--- src/rtl/mem_port_arbiter_if.sv ---
// Bus bundle for mem_port_arbiter: fetch request/response, data-stage
// request/response, stall outputs and the fixed-latency memory port.
//   slave  : the arbiter's view (requests and mem_rdata in, everything else out)
//   master : the pipeline/memory side view (the mirror image)
interface mem_port_arbiter_if #(
    parameter int unsigned AW = 16,
    parameter int unsigned DW = 16
);
    logic          flush;
    logic          if_req;
    logic [AW-1:0] if_addr;
    logic [DW-1:0] if_data;
    logic          if_valid;
    logic          stall_fetch;
    logic          d_req;
    logic          d_we;
    logic [AW-1:0] d_addr;
    logic [DW-1:0] d_wdata;
    logic [DW-1:0] d_rdata;
    logic          d_valid;
    logic          stall_mem;
    logic          mem_en;
    logic          mem_we;
    logic [AW-1:0] mem_addr;
    logic [DW-1:0] mem_wdata;
    logic [DW-1:0] mem_rdata;

    modport slave (
        input  flush, if_req, if_addr, d_req, d_we, d_addr, d_wdata, mem_rdata,
        output if_data, if_valid, stall_fetch, d_rdata, d_valid, stall_mem,
               mem_en, mem_we, mem_addr, mem_wdata
    );

    modport master (
        output flush, if_req, if_addr, d_req, d_we, d_addr, d_wdata, mem_rdata,
        input  if_data, if_valid, stall_fetch, d_rdata, d_valid, stall_mem,
               mem_en, mem_we, mem_addr, mem_wdata
    );
endinterface

--- src/rtl/mem_port_arbiter.sv ---
// mem_port_arbiter: shares one fixed-latency single-ported memory between the
// fetch stage and the memory stage. Data requests win over fetch. Each access
// runs IDLE -> WAIT (LATENCY cycles) -> DONE, so one access completes every
// LATENCY+2 cycles. Fetches in flight when flush is seen complete on the
// memory but never raise if_valid.
// Ports:
//   clk  : rising-edge clock
//   rst  : asynchronous active-high reset
//   bus  : mem_port_arbiter_if.slave (fetch, data, stall and memory signals)
module mem_port_arbiter #(
    parameter int unsigned LATENCY = 2,
    parameter int unsigned AW      = 16,
    parameter int unsigned DW      = 16
) (
    input  logic                clk,
    input  logic                rst,
    mem_port_arbiter_if.slave   bus
);
    typedef enum logic [1:0] {
        S_IDLE = 2'd0,
        S_WAIT = 2'd1,
        S_DONE = 2'd2
    } state_t;

    typedef enum logic {
        OWN_FETCH = 1'b0,
        OWN_DATA  = 1'b1
    } owner_t;

    localparam logic [3:0] CNT_INIT = 4'(LATENCY);

    state_t        state_q, state_d;
    owner_t        owner_q, owner_d;
    logic [3:0]    cnt_q, cnt_d;
    logic          squash_q, squash_d;
    logic          mem_en_q, mem_en_d;
    logic          mem_we_q, mem_we_d;
    logic [AW-1:0] mem_addr_q, mem_addr_d;
    logic [DW-1:0] mem_wdata_q, mem_wdata_d;
    logic [DW-1:0] if_data_q, if_data_d;
    logic [DW-1:0] d_rdata_q, d_rdata_d;
    logic          if_valid_q, if_valid_d;
    logic          d_valid_q, d_valid_d;

    always_comb begin
        state_d     = state_q;
        owner_d     = owner_q;
        cnt_d       = cnt_q;
        squash_d    = squash_q;
        mem_en_d    = 1'b0;
        mem_we_d    = 1'b0;
        mem_addr_d  = mem_addr_q;
        mem_wdata_d = mem_wdata_q;
        if_data_d   = if_data_q;
        d_rdata_d   = d_rdata_q;
        if_valid_d  = 1'b0;
        d_valid_d   = 1'b0;

        case (state_q)
            S_IDLE: begin
                squash_d = 1'b0;
                if (bus.d_req) begin
                    owner_d     = OWN_DATA;
                    mem_en_d    = 1'b1;
                    mem_we_d    = bus.d_we;
                    mem_addr_d  = bus.d_addr;
                    mem_wdata_d = bus.d_wdata;
                    cnt_d       = CNT_INIT;
                    state_d     = S_WAIT;
                end else if (bus.if_req && !bus.flush) begin
                    // A fetch flushed at the grant edge is simply never issued.
                    owner_d     = OWN_FETCH;
                    mem_en_d    = 1'b1;
                    mem_addr_d  = bus.if_addr;
                    mem_wdata_d = bus.d_wdata;
                    cnt_d       = CNT_INIT;
                    state_d     = S_WAIT;
                end
            end

            S_WAIT: begin
                cnt_d = cnt_q - 4'd1;
                if (owner_q == OWN_FETCH && bus.flush) begin
                    squash_d = 1'b1;
                end
                if (cnt_q == 4'd1) begin
                    state_d = S_DONE;
                    if (owner_q == OWN_FETCH) begin
                        if_data_d  = bus.mem_rdata;
                        // Include this cycle's flush: squash_q only reflects earlier cycles.
                        if_valid_d = !(squash_q || bus.flush);
                    end else begin
                        d_rdata_d = bus.mem_rdata;
                        d_valid_d = 1'b1;
                    end
                end
            end

            S_DONE: begin
                squash_d = 1'b0;
                state_d  = S_IDLE;
            end

            default: begin
                state_d = S_IDLE;
            end
        endcase
    end

    always_ff @(posedge clk or posedge rst) begin
        if (rst) begin
            state_q     <= S_IDLE;
            owner_q     <= OWN_FETCH;
            cnt_q       <= '0;
            squash_q    <= 1'b0;
            mem_en_q    <= 1'b0;
            mem_we_q    <= 1'b0;
            mem_addr_q  <= '0;
            mem_wdata_q <= '0;
            if_data_q   <= '0;
            d_rdata_q   <= '0;
            if_valid_q  <= 1'b0;
            d_valid_q   <= 1'b0;
        end else begin
            state_q     <= state_d;
            owner_q     <= owner_d;
            cnt_q       <= cnt_d;
            squash_q    <= squash_d;
            mem_en_q    <= mem_en_d;
            mem_we_q    <= mem_we_d;
            mem_addr_q  <= mem_addr_d;
            mem_wdata_q <= mem_wdata_d;
            if_data_q   <= if_data_d;
            d_rdata_q   <= d_rdata_d;
            if_valid_q  <= if_valid_d;
            d_valid_q   <= d_valid_d;
        end
    end

    assign bus.mem_en      = mem_en_q;
    assign bus.mem_we      = mem_we_q;
    assign bus.mem_addr    = mem_addr_q;
    assign bus.mem_wdata   = mem_wdata_q;
    assign bus.if_data     = if_data_q;
    assign bus.if_valid    = if_valid_q;
    assign bus.d_rdata     = d_rdata_q;
    assign bus.d_valid     = d_valid_q;
    assign bus.stall_fetch = bus.if_req & ~if_valid_q;
    assign bus.stall_mem   = bus.d_req & ~d_valid_q;
endmodule

--- src/flat_wrapper.sv ---
// flat-port wrapper written by rule: the top's interface ports become plain ports
module mem_port_arbiter_flat 
#(
    parameter int unsigned LATENCY = 2,
    parameter int unsigned AW      = 16,
    parameter int unsigned DW      = 16
)
  (clk, rst, bus_flush, bus_if_req, bus_if_addr, bus_d_req, bus_d_we, bus_d_addr, bus_d_wdata, bus_mem_rdata, bus_if_data, bus_if_valid, bus_stall_fetch, bus_d_rdata, bus_d_valid, bus_stall_mem, bus_mem_en, bus_mem_we, bus_mem_addr, bus_mem_wdata);
  mem_port_arbiter_if #(.AW(AW), .DW(DW)) bus_i ();
  input  logic clk;
  input  logic rst;
  input wire logic [$bits(bus_i.flush)-1:0] bus_flush;
  input wire logic [$bits(bus_i.if_req)-1:0] bus_if_req;
  input wire logic [$bits(bus_i.if_addr)-1:0] bus_if_addr;
  input wire logic [$bits(bus_i.d_req)-1:0] bus_d_req;
  input wire logic [$bits(bus_i.d_we)-1:0] bus_d_we;
  input wire logic [$bits(bus_i.d_addr)-1:0] bus_d_addr;
  input wire logic [$bits(bus_i.d_wdata)-1:0] bus_d_wdata;
  input wire logic [$bits(bus_i.mem_rdata)-1:0] bus_mem_rdata;
  output wire logic [$bits(bus_i.if_data)-1:0] bus_if_data;
  output wire logic [$bits(bus_i.if_valid)-1:0] bus_if_valid;
  output wire logic [$bits(bus_i.stall_fetch)-1:0] bus_stall_fetch;
  output wire logic [$bits(bus_i.d_rdata)-1:0] bus_d_rdata;
  output wire logic [$bits(bus_i.d_valid)-1:0] bus_d_valid;
  output wire logic [$bits(bus_i.stall_mem)-1:0] bus_stall_mem;
  output wire logic [$bits(bus_i.mem_en)-1:0] bus_mem_en;
  output wire logic [$bits(bus_i.mem_we)-1:0] bus_mem_we;
  output wire logic [$bits(bus_i.mem_addr)-1:0] bus_mem_addr;
  output wire logic [$bits(bus_i.mem_wdata)-1:0] bus_mem_wdata;
  assign bus_i.flush = bus_flush;
  assign bus_i.if_req = bus_if_req;
  assign bus_i.if_addr = bus_if_addr;
  assign bus_i.d_req = bus_d_req;
  assign bus_i.d_we = bus_d_we;
  assign bus_i.d_addr = bus_d_addr;
  assign bus_i.d_wdata = bus_d_wdata;
  assign bus_i.mem_rdata = bus_mem_rdata;
  assign bus_if_data = bus_i.if_data;
  assign bus_if_valid = bus_i.if_valid;
  assign bus_stall_fetch = bus_i.stall_fetch;
  assign bus_d_rdata = bus_i.d_rdata;
  assign bus_d_valid = bus_i.d_valid;
  assign bus_stall_mem = bus_i.stall_mem;
  assign bus_mem_en = bus_i.mem_en;
  assign bus_mem_we = bus_i.mem_we;
  assign bus_mem_addr = bus_i.mem_addr;
  assign bus_mem_wdata = bus_i.mem_wdata;
  mem_port_arbiter #(.LATENCY(LATENCY), .AW(AW), .DW(DW)) u_core (.clk(clk), .rst(rst), .bus(bus_i));
endmodule
--- config.mk ---
export PLATFORM = sky130hd
export DESIGN_NAME = mem_port_arbiter_flat
export DESIGN_NICKNAME = d
export VERILOG_FILES = /design/src/rtl/mem_port_arbiter_if.sv /design/src/rtl/mem_port_arbiter.sv /design/src/flat_wrapper.sv
export SDC_FILE = /design/constraint.sdc
export NUM_CORES = 1
export LEC_CHECK = 0
export CAP_MARGIN = 20
export CORE_ASPECT_RATIO = 0.8
export CORE_MARGIN = 1
export CORE_UTILIZATION = 33
export DETAILED_ROUTE_END_ITERATION = 8
export PLACE_DENSITY_LB_ADDON = 0.05
export SETUP_SLACK_MARGIN = 0.4
export SLEW_MARGIN = 30
export SYNTH_ARGS = -nofsm -noshare
export SYNTH_HDL_FRONTEND = slang
export SYNTH_SLANG_ARGS = --single-unit
--- constraint.sdc ---
create_clock -name clk -period 6.35 [get_ports clk]
set_input_delay 1.5875 -clock clk [delete_from_list [all_inputs] [get_ports clk]]
set_output_delay 1.5875 -clock clk [all_outputs]
set_load 0.02 [all_outputs]
==> impl_metrics.toml, run 1 <==
[status]
status = "finished clean"

[drt]
wire_per_inst_um = 14.66
vias = 2114
drt_iter0_drc = 36
wl_um = 6831
drc = 0
first_pass_iters = 4
via_per_inst = 4.536
ant_nets = 0

[worst_setup_path]
critical_path_class = "input pin to output port"
crit_top_cell = "clkdlybuf4s50_1"
max_stage_delay_ps = 640
crit_path_start_kind = "input pin"
crit_slowest_cell = "clkdlybuf4s50_1"
critPathArrivalTime_ps = 3100
worst_ep_required_time_ps = 4760
reg2reg_from = "u_core.cnt_q[1]$_DFFE_PP0P_"
crit_start = "bus_d_req"
path_cells = "clkdlybuf4s50_1 > buf_4 > nor2b_1 > clkdlybuf4s50_1"
critPathCaptureType = "output port"
crit_path_max_fanout = 20

[placed_design]
hpwl_um = 4811
place_congestion = 0.7311
dp_cells = 450
port_buffers = 139

[layout]
instances_no_fill = 466
final_common_cell = "clkdlybuf4s50_1"
layout_common_cells = "clkdlybuf4s50_1, mux2_2, dfrtp_1"
area_delta_synth_final_pct = 59.21
n_fill_cell = 789
diodes = 0
drive_above_1_share_pct = 29.06
layout.nets = 418

[pwr]
leakage_uw = 0.002030
p_per_area_mw_per_mm2 = 520.1
ir_drop_uv = 246.5
finalPower_uw = 2558

[global_routing]
grt.overflow.total = 0
first_global_vias = 2192
antenna_found_initial = 0
grtUsageTotal_pct = 14.94
grt_pass1_wl_um = 10900
grt_max_degree = 41

[cts]
cts_hold_buffers = 0
ctsResizeCount = 0
cts_tree = "yes"
clock-sinks = 76
cts_buffers = 9
clk_pin_slew_ps = 50
insertion_delay_ps = 330
root_buffer = "clkbuf_16"
cts_buffer_depth = 2
cts_setup_buffers = 0
htree_num_levels = 3

[synth]
syn_area_per_cell_sq_um = 15.37
yosys_register_bits = 76
synthCells = 201
yosysWarnings = 0
ys_seq_area_share_pct = 61.56
syn_nets = 273
synth.distinct_cells = 27
netlist_area_sq_mm = 0.003089

[floorplanning]
fp-row-count = 31
dieHeight_um = 88.54
io_pins = 140
die-area_sq_mm = 0.009755
core_area_sq_mm = 0.009076
initial_core_util_pct = 34.04
die_w_um = 110.2

[sta]
slew_headroom_pct = 40.50
rsz0062_at_grt = "false"
finalSetupViolCount = 0
slew_violations = 0
tightest_slew_ps = 889.6
min_period_ps = 4692
skew_ps = 6.886
fmax_mhz = 213.1
hold_violations = 0
fin_setup_tns_ps = 0
min_period_over_period_pct = 73.89

[flow_run]
cap_viol_max_count = 0

[worst_hold_path]
worstHoldStart = "u_core.squash_q$_DFFE_PP0P_"
hold_class = "register to register"
routing by layer:
layer | GRT usage, % | up-vias | share of wire (%)
met2 | 24.20 | 67 | 47
met3 | 5.596 | 8 | 8.2
met1 | 18.64 | 1042 | 43
li1 | - | 997 | -
met4 | 4.665 | 0 | 1.0
met5 | 0 | - | 0
where the power goes:
| part | switching (uW) | internal [uW] | leakage [uW] |
|---|---|---|---|
| clock | 193 | 344 | 0.000149 |
| combinational | 534 | 639 | 0.000980 |
| sequential | 124 | 724 | 0.000901 |
| total | 851 | 1710 | 0.00203 |
synthesized netlist by cell type:
cell type / count / area, sq um
a22o_1: 1 / 8.760
a22oi_1: 1 / 7.510
and2b_1: 1 / 7.510
and3_1: 1 / 6.260
buf_1: 1 / 3.750
buf_2: 5 / 25.02
buf_8: 1 / 15.01
dfrtp_1: 76 / 1902
ha_1: 2 / 25.02
inv_1: 4 / 15.01
inv_2: 1 / 3.750
mux2_2: 80 / 900.9
nand2_1: 4 / 15.01
nand2b_1: 1 / 6.260
nand3_1: 1 / 5.000
nand3b_1: 1 / 7.510
nor2_1: 4 / 15.01
nor2b_1: 3 / 18.77
nor3_1: 1 / 5.000
nor3_4: 1 / 16.27
nor3b_1: 3 / 22.52
o21a_1: 1 / 7.510
o21ai_0: 3 / 15.01
o22ai_1: 1 / 6.260
or3b_4: 1 / 11.26
xnor2_1: 1 / 8.760
xor2_1: 1 / 8.760
worst max-delay path, delay by kind of cell:
family / cells / cell delay [ps]
buffers and inverters: 3 / 1350
and+or+nand+nor: 1 / 160
worst paths after layout:
path	end	slack, ps	cells past startpoint
worst max-delay path	bus_stall_mem	1660	4
worst min-delay path	u_core.bus.if_valid$_DFF_PP0_	440	1
worst max register to register	u_core.bus.if_data[10]$_DFFE_PP0P_	4050	5
worst min register to register	u_core.bus.if_valid$_DFF_PP0_	440	1
max in group asynchronous	u_core.bus.d_rdata[15]$_DFFE_PP0P_	3610	3
min in group asynchronous	u_core.bus.d_rdata[14]$_DFFE_PP0P_	1720	2
final cells by class:
cell class                 count  area (sq um)  area share [%]
clock buffer                  10         229.0           4.655
clock inverter                 6         88.84           1.806
inverter                       5         18.77          0.3816
multi-input combinational    113          1130           22.97
sequential                    76          1902           38.67
tap                          115         143.9           2.925
timing repair buffer         141          1406           28.59
state kept, by name, indices dropped and copies added, names as in the netlist:
register and count:
u_core.squash_q 1, u_core.bus.d_valid 1, u_core.state_q 2, u_core.bus.d_rdata 16, u_core.cnt_q 4, u_core.bus.mem_we 1, u_core.bus.mem_en 1, u_core.owner_q 1
u_core.bus.mem_addr 16, u_core.bus.if_valid 1, u_core.bus.if_data 16, u_core.bus.mem_wdata 16
kinds of logic after synthesis:
logic type               Yosys count  share of synthesized area (%)
adder cells (fa/ha/maj)            2                         0.8099
AO/OA/AOI/OAI                      7                          1.458
XOR/XNOR                           2                         0.5671
multiplexers                      80                          29.16
flip-flops                        76                          61.56
buffers and inverters             12                          2.024
AND/OR/NAND/NOR                   22                          4.415
through the flow:
step	instance area [sq um]	worst slack, ps	hold slack (ps)	utilization (%)
floorplan	3089	2285	407.1	-
global placement	4596	1617	421.5	50.63
detailed placement	4596	1630	428.1	50.63
CTS	4913	1631	435.6	54.14
global route	4918	1578	458.8	54.19
finish	4918	1658	435.1	54.19
(Power assumes the default switching activity.)
==> inputs of run 2 (changes only) <==
==> constraint.sdc (replaced) <==
create_clock -name clk -period 4.7 [get_ports clk]
set_input_delay 1.175 -clock clk [delete_from_list [all_inputs] [get_ports clk]]
set_output_delay 1.175 -clock clk [all_outputs]
set_load 0.02 [all_outputs]
==> run 2 against run 1 <==
  * Worst hold slack better by 4.1 ps
  * Critical path depth shrank 1
  * Via count is 0.19% higher
  * Clock power rose by 38%
  * Global-route usage up 0.29 points
  * Largest power group unchanged
  * Total power increased by 36%
  * Highest routed layer unchanged
==> impl_metrics.toml, run 2 (synthesized netlist as in run 1, its figures left out) <==
[worst_setup_path]
reg2reg_from = "u_core.cnt_q[1]$_DFFE_PP0P_"
path_cells = "clkdlybuf4s50_1 > nor2b_1 > clkdlybuf4s50_1"
crit_top_cell = "clkdlybuf4s50_1"
crit_path_max_fanout = 2
critPathCaptureType = "output port"
critical_path_class = "input pin to output port"
critPathArrivalTime_ps = 2500
max_stage_delay_ps = 630
crit_path_start_kind = "input pin"
worst_ep_required_time_ps = 3520
crit_start = "bus_d_req"
crit_slowest_cell = "clkdlybuf4s50_1"

[global_routing]
busiest_layer = "met2"
grt.overflow.total = 0
grtUsageTotal_pct = 15.23
grt_use_met3_pct = 4.786
grt_max_degree = 37
grt_pass1_wl_um = 11170
antenna_found_initial = 0
met1_usage_pct = 19.40
first_global_vias = 2262
use_met2_pct = 24.77

[floorplanning]
dieHeight_um = 88.54
die-area_sq_mm = 0.009755
fp-row-count = 31
die_w_um = 110.2
core_area_sq_mm = 0.009076
initial_core_util_pct = 34.04
io_pins = 140

[worst_hold_path]
hold_class = "register to register"
worstHoldStart = "u_core.squash_q$_DFFE_PP0P_"

[drt]
wire_per_inst_um = 14.67
wl_um = 6838
vias = 2118
drc = 0
first_pass_iters = 4
via_per_inst = 4.545
ant_nets = 0
drt_iter0_drc = 37

[sta]
fmax_mhz = 271.8
slew_headroom_pct = 42.03
skew_ps = 4.405
min_period_over_period_pct = 78.29
rsz0062_at_grt = "false"
hold_slack_ps = 439.2
fin_setup_tns_ps = 0
finalSetupViolCount = 0
slew_violations = 0
hold_violations = 0
min_period_ps = 3679
tightest_slew_ps = 866.8

[pwr]
p_per_area_mw_per_mm2 = 704.5
ir_drop_uv = 347.9
finalPower_uw = 3475
leakage_uw = 0.002043

[placed_design]
hpwl_um = 4877
port_buffers = 139
place_congestion = 0.7323
dp_cells = 451

[cts]
insertion_delay_ps = 320
cts_setup_buffers = 0
root_buffer = "clkbuf_16"
clk_pin_slew_ps = 60
cts_buffer_depth = 2
ctsResizeCount = 0
htree_num_levels = 3
cts_hold_buffers = 0
cts_tree = "yes"
clock-sinks = 76
cts_buffers = 9

[layout]
final_common_cell = "clkdlybuf4s50_1"
layout_common_cells = "clkdlybuf4s50_1, mux2_2, dfrtp_1"
area_delta_synth_final_pct = 59.70
instances_no_fill = 466
drive_above_1_share_pct = 29.34
diodes = 0
multi_input_area_sq_mm = 0.001130
layout.nets = 419
layout.area.seq_sq_mm = 0.001902
n_fill_cell = 782

[status]
status = "finished clean"

[flow_run]
cap_viol_max_count = 0
## run 2: cell count changes in the layout (fill, tap and decap cells not counted), sizes merged
cell,before,now
clkbuf,10,11
clkinvlp,2,1
clkinv,2,1
buf,2,3
## run 2: final cells by class
type,count,share of cell area [%]
Sequential cell,76,38.55
Inverter,5,0.3804
Tap cell,115,2.917
Clock inverter,4,1.471
Timing Repair Buffer,142,28.66
Clock buffer,11,5.123
Multi-Input combinational cell,113,22.90
## run 2: path summary, 6_finish.rpt
| kind | endpoint | slack, ps | cells past startpoint |
|---|---|---|---|
| max reg2reg | u_core.bus.if_data[3]$_DFFE_PP0P_ | 2410 | 5 |
| min | u_core.bus.if_valid$_DFF_PP0_ | 440 | 1 |
| min in group asynchronous | u_core.bus.if_data[1]$_DFFE_PP0P_ | 1290 | 2 |
| min reg2reg | u_core.bus.if_valid$_DFF_PP0_ | 440 | 1 |
| max | bus_stall_mem | 1020 | 3 |
| max in group asynchronous | u_core.bus.d_rdata[13]$_DFFE_PP0P_ | 2620 | 3 |
## run 2: routing by layer
metal	up-vias	part of all wire, %
met5	-	0
met4	0	1.1
met3	10	7.0
met2	71	48
met1	1037	44
li1	1000	-
## run 2: worst max-delay path: cells and delay by family
kind                   cells  cell delay [ps]
buffers and inverters      2             1160
and+or+nand+nor            1              160
## run 2: report_power, final
group	internal, uW	total [uW]	switching [uW]
clock network	490	739	249
registers	978	1150	168
logic	864	1590	726
## run 2: metrics by stage
stage	setup WS (ps)	utilization, %	cell area (sq um)
5_1_grt	960.9	54.36	4933
3_3_place_gp	1029	50.72	4603
2_1_floorplan	1460	-	3089
3_5_place_dp	970.9	50.72	4603
4_1_cts	977.2	54.30	4928
6_report	1021	54.36	4933
==> inputs of run 3 (changes only) <==
==> constraint.sdc (replaced) <==
create_clock -name clk -period 3.1 [get_ports clk]
set_input_delay 0.775 -clock clk [delete_from_list [all_inputs] [get_ports clk]]
set_output_delay 0.775 -clock clk [all_outputs]
set_load 0.02 [all_outputs]
==> run 3 against run 2 <==
  * Non-clock buffer count increased by 3
  * Sequential share of layout area shrank 0.32 points
  * Clock skew rose by 1.3 ps
  * Routed wire length is 5.8% higher
  * Sequential power up 52%
  * Register-to-register slack got worse by 1400 ps
  * Worst hold slack lost 4.8 ps
  * Core utilization grew 0.45 points
  * Total power rose by 52%
  * Critical endpoint unchanged
  * Highest routed layer unchanged
==> impl_metrics.toml, run 3 (synthesized netlist as in run 1, its figures left out) <==
[global_routing]
grt_pass1_wl_um = 11430
grtUsageTotal_pct = 16.26
grt.overflow.total = 0
grt_max_degree = 34
first_global_vias = 2264
antenna_found_initial = 0

[worst_setup_path]
crit_path_max_fanout = 2
max_stage_delay_ps = 530
path_cells = "clkdlybuf4s50_1 > nor2b_1 > dlygate4sd2_1"
critPathArrivalTime_ps = 1800
crit_slowest_cell = "clkdlybuf4s50_1"
critPathCaptureType = "output port"
crit_path_start_kind = "input pin"
worst_ep_required_time_ps = 2320
critical_path_class = "input pin to output port"

[layout]
diodes = 0
layout_common_cells = "clkdlybuf4s50_1, mux2_2, dfrtp_1"
drive_above_1_share_pct = 29.86
area_delta_synth_final_pct = 61.04
layout.nets = 422
instances_no_fill = 470
final_common_cell = "clkdlybuf4s50_1"

[cts]
clk_pin_slew_ps = 50
cts_buffers = 9
cts_tree = "yes"
cts_setup_buffers = 0
cts_buffer_depth = 2
htree_num_levels = 3
insertion_delay_ps = 330
clock-sinks = 76
root_buffer = "clkbuf_16"

[floorplanning]
dieHeight_um = 88.54
io_pins = 140
die-area_sq_mm = 0.009755
initial_core_util_pct = 34.04
die_w_um = 110.2
fp-row-count = 31
core_area_sq_mm = 0.009076

[placed_design]
dp_cells = 454
place_congestion = 0.7074
port_buffers = 139
hpwl_um = 5079

[sta]
rsz0062_at_grt = "false"
hold_slack_ps = 434.4
min_period_over_period_pct = 82.92
fmax_mhz = 389.0
slew_violations = 0
fin_setup_tns_ps = 0
slew_headroom_pct = 55.58
hold_violations = 0
finalSetupViolCount = 0
tightest_slew_ps = 665.0
min_period_ps = 2571
skew_ps = 5.714

[drt]
wire_per_inst_um = 15.40
via_per_inst = 4.645
ant_nets = 0
first_pass_iters = 3
drt_iter0_drc = 51
drc = 0
vias = 2183
wl_um = 7236

[pwr]
p_per_area_mw_per_mm2 = 1062
ir_drop_uv = 493.2
leakage_uw = 0.002065

[flow_run]
cap_viol_max_count = 0

[status]
status = "finished clean"

[worst_hold_path]
hold_class = "register to register"
## run 3: power by group
group          internal [uW]  switching (uW)  leakage (uW)  total, uW
logic                   1330            1100       0.00101       2430
registers               1480             264      0.000901       1750
clock network            710             399      0.000158       1110
## run 3: final timing paths
check,from,cells past startpoint,slack (ps),end
worst max-delay path,bus_d_req,3,530,bus_stall_mem
worst min-delay path,u_core.squash_q$_DFFE_PP0P_,1,430,u_core.bus.if_valid$_DFF_PP0_
worst max register to register,u_core.cnt_q[1]$_DFFE_PP0P_,6,1040,u_core.bus.if_data[14]$_DFFE_PP0P_
worst min register to register,u_core.squash_q$_DFFE_PP0P_,1,430,u_core.bus.if_valid$_DFF_PP0_
max in group asynchronous,rst,3,1530,u_core.bus.d_rdata[12]$_DFFE_PP0P_
min in group asynchronous,rst,2,880,u_core.bus.d_rdata[4]$_DFFE_PP0P_
## run 3: critical path: cells and delay by family
kind                   cells  cell delay (ps)
AND/OR/NAND/NOR            1              150
buffers and inverters      2              870
## run 3: through the flow
stage | cell area (sq um) | setup slack (ps) | power, uW | util [%]
6_report | 4975 | 529.4 | 5283 | 54.81
5_1_grt | 4975 | 486.7 | 5592 | 54.81
4_1_cts | 4975 | 496.8 | 5360 | 54.81
3_5_place_dp | 4654 | 220.4 | 4214 | 51.28
3_3_place_gp | 4654 | 219.6 | 4188 | 51.28
2_1_floorplan | 3093 | 660.4 | 3031 | -
## run 3: what timing repair did
action	CTS	global route
hold buffers	0	0
setup endpoints to repair	2	0
gates resized for setup	2	0
hold endpoints to repair	0	0
## run 3: layer usage
layer,vias up,wire length [um],GRT usage [%]
li1,1014,-,-
met1,1100,3130,19.18
met2,60,3544,26.48
met3,9,478,6.701
met4,0,83,6.579
met5,-,0,0
## run 3: layout make-up
class                   count  area (sq um)
fillers                   806          4101
clock buffers              13         280.3
well taps                 115         143.9
multi-input cells         113          1125
flip-flops and latches     76          1902
inverters                   5         22.52
clock inverters             3         42.54
repair buffers            145          1459
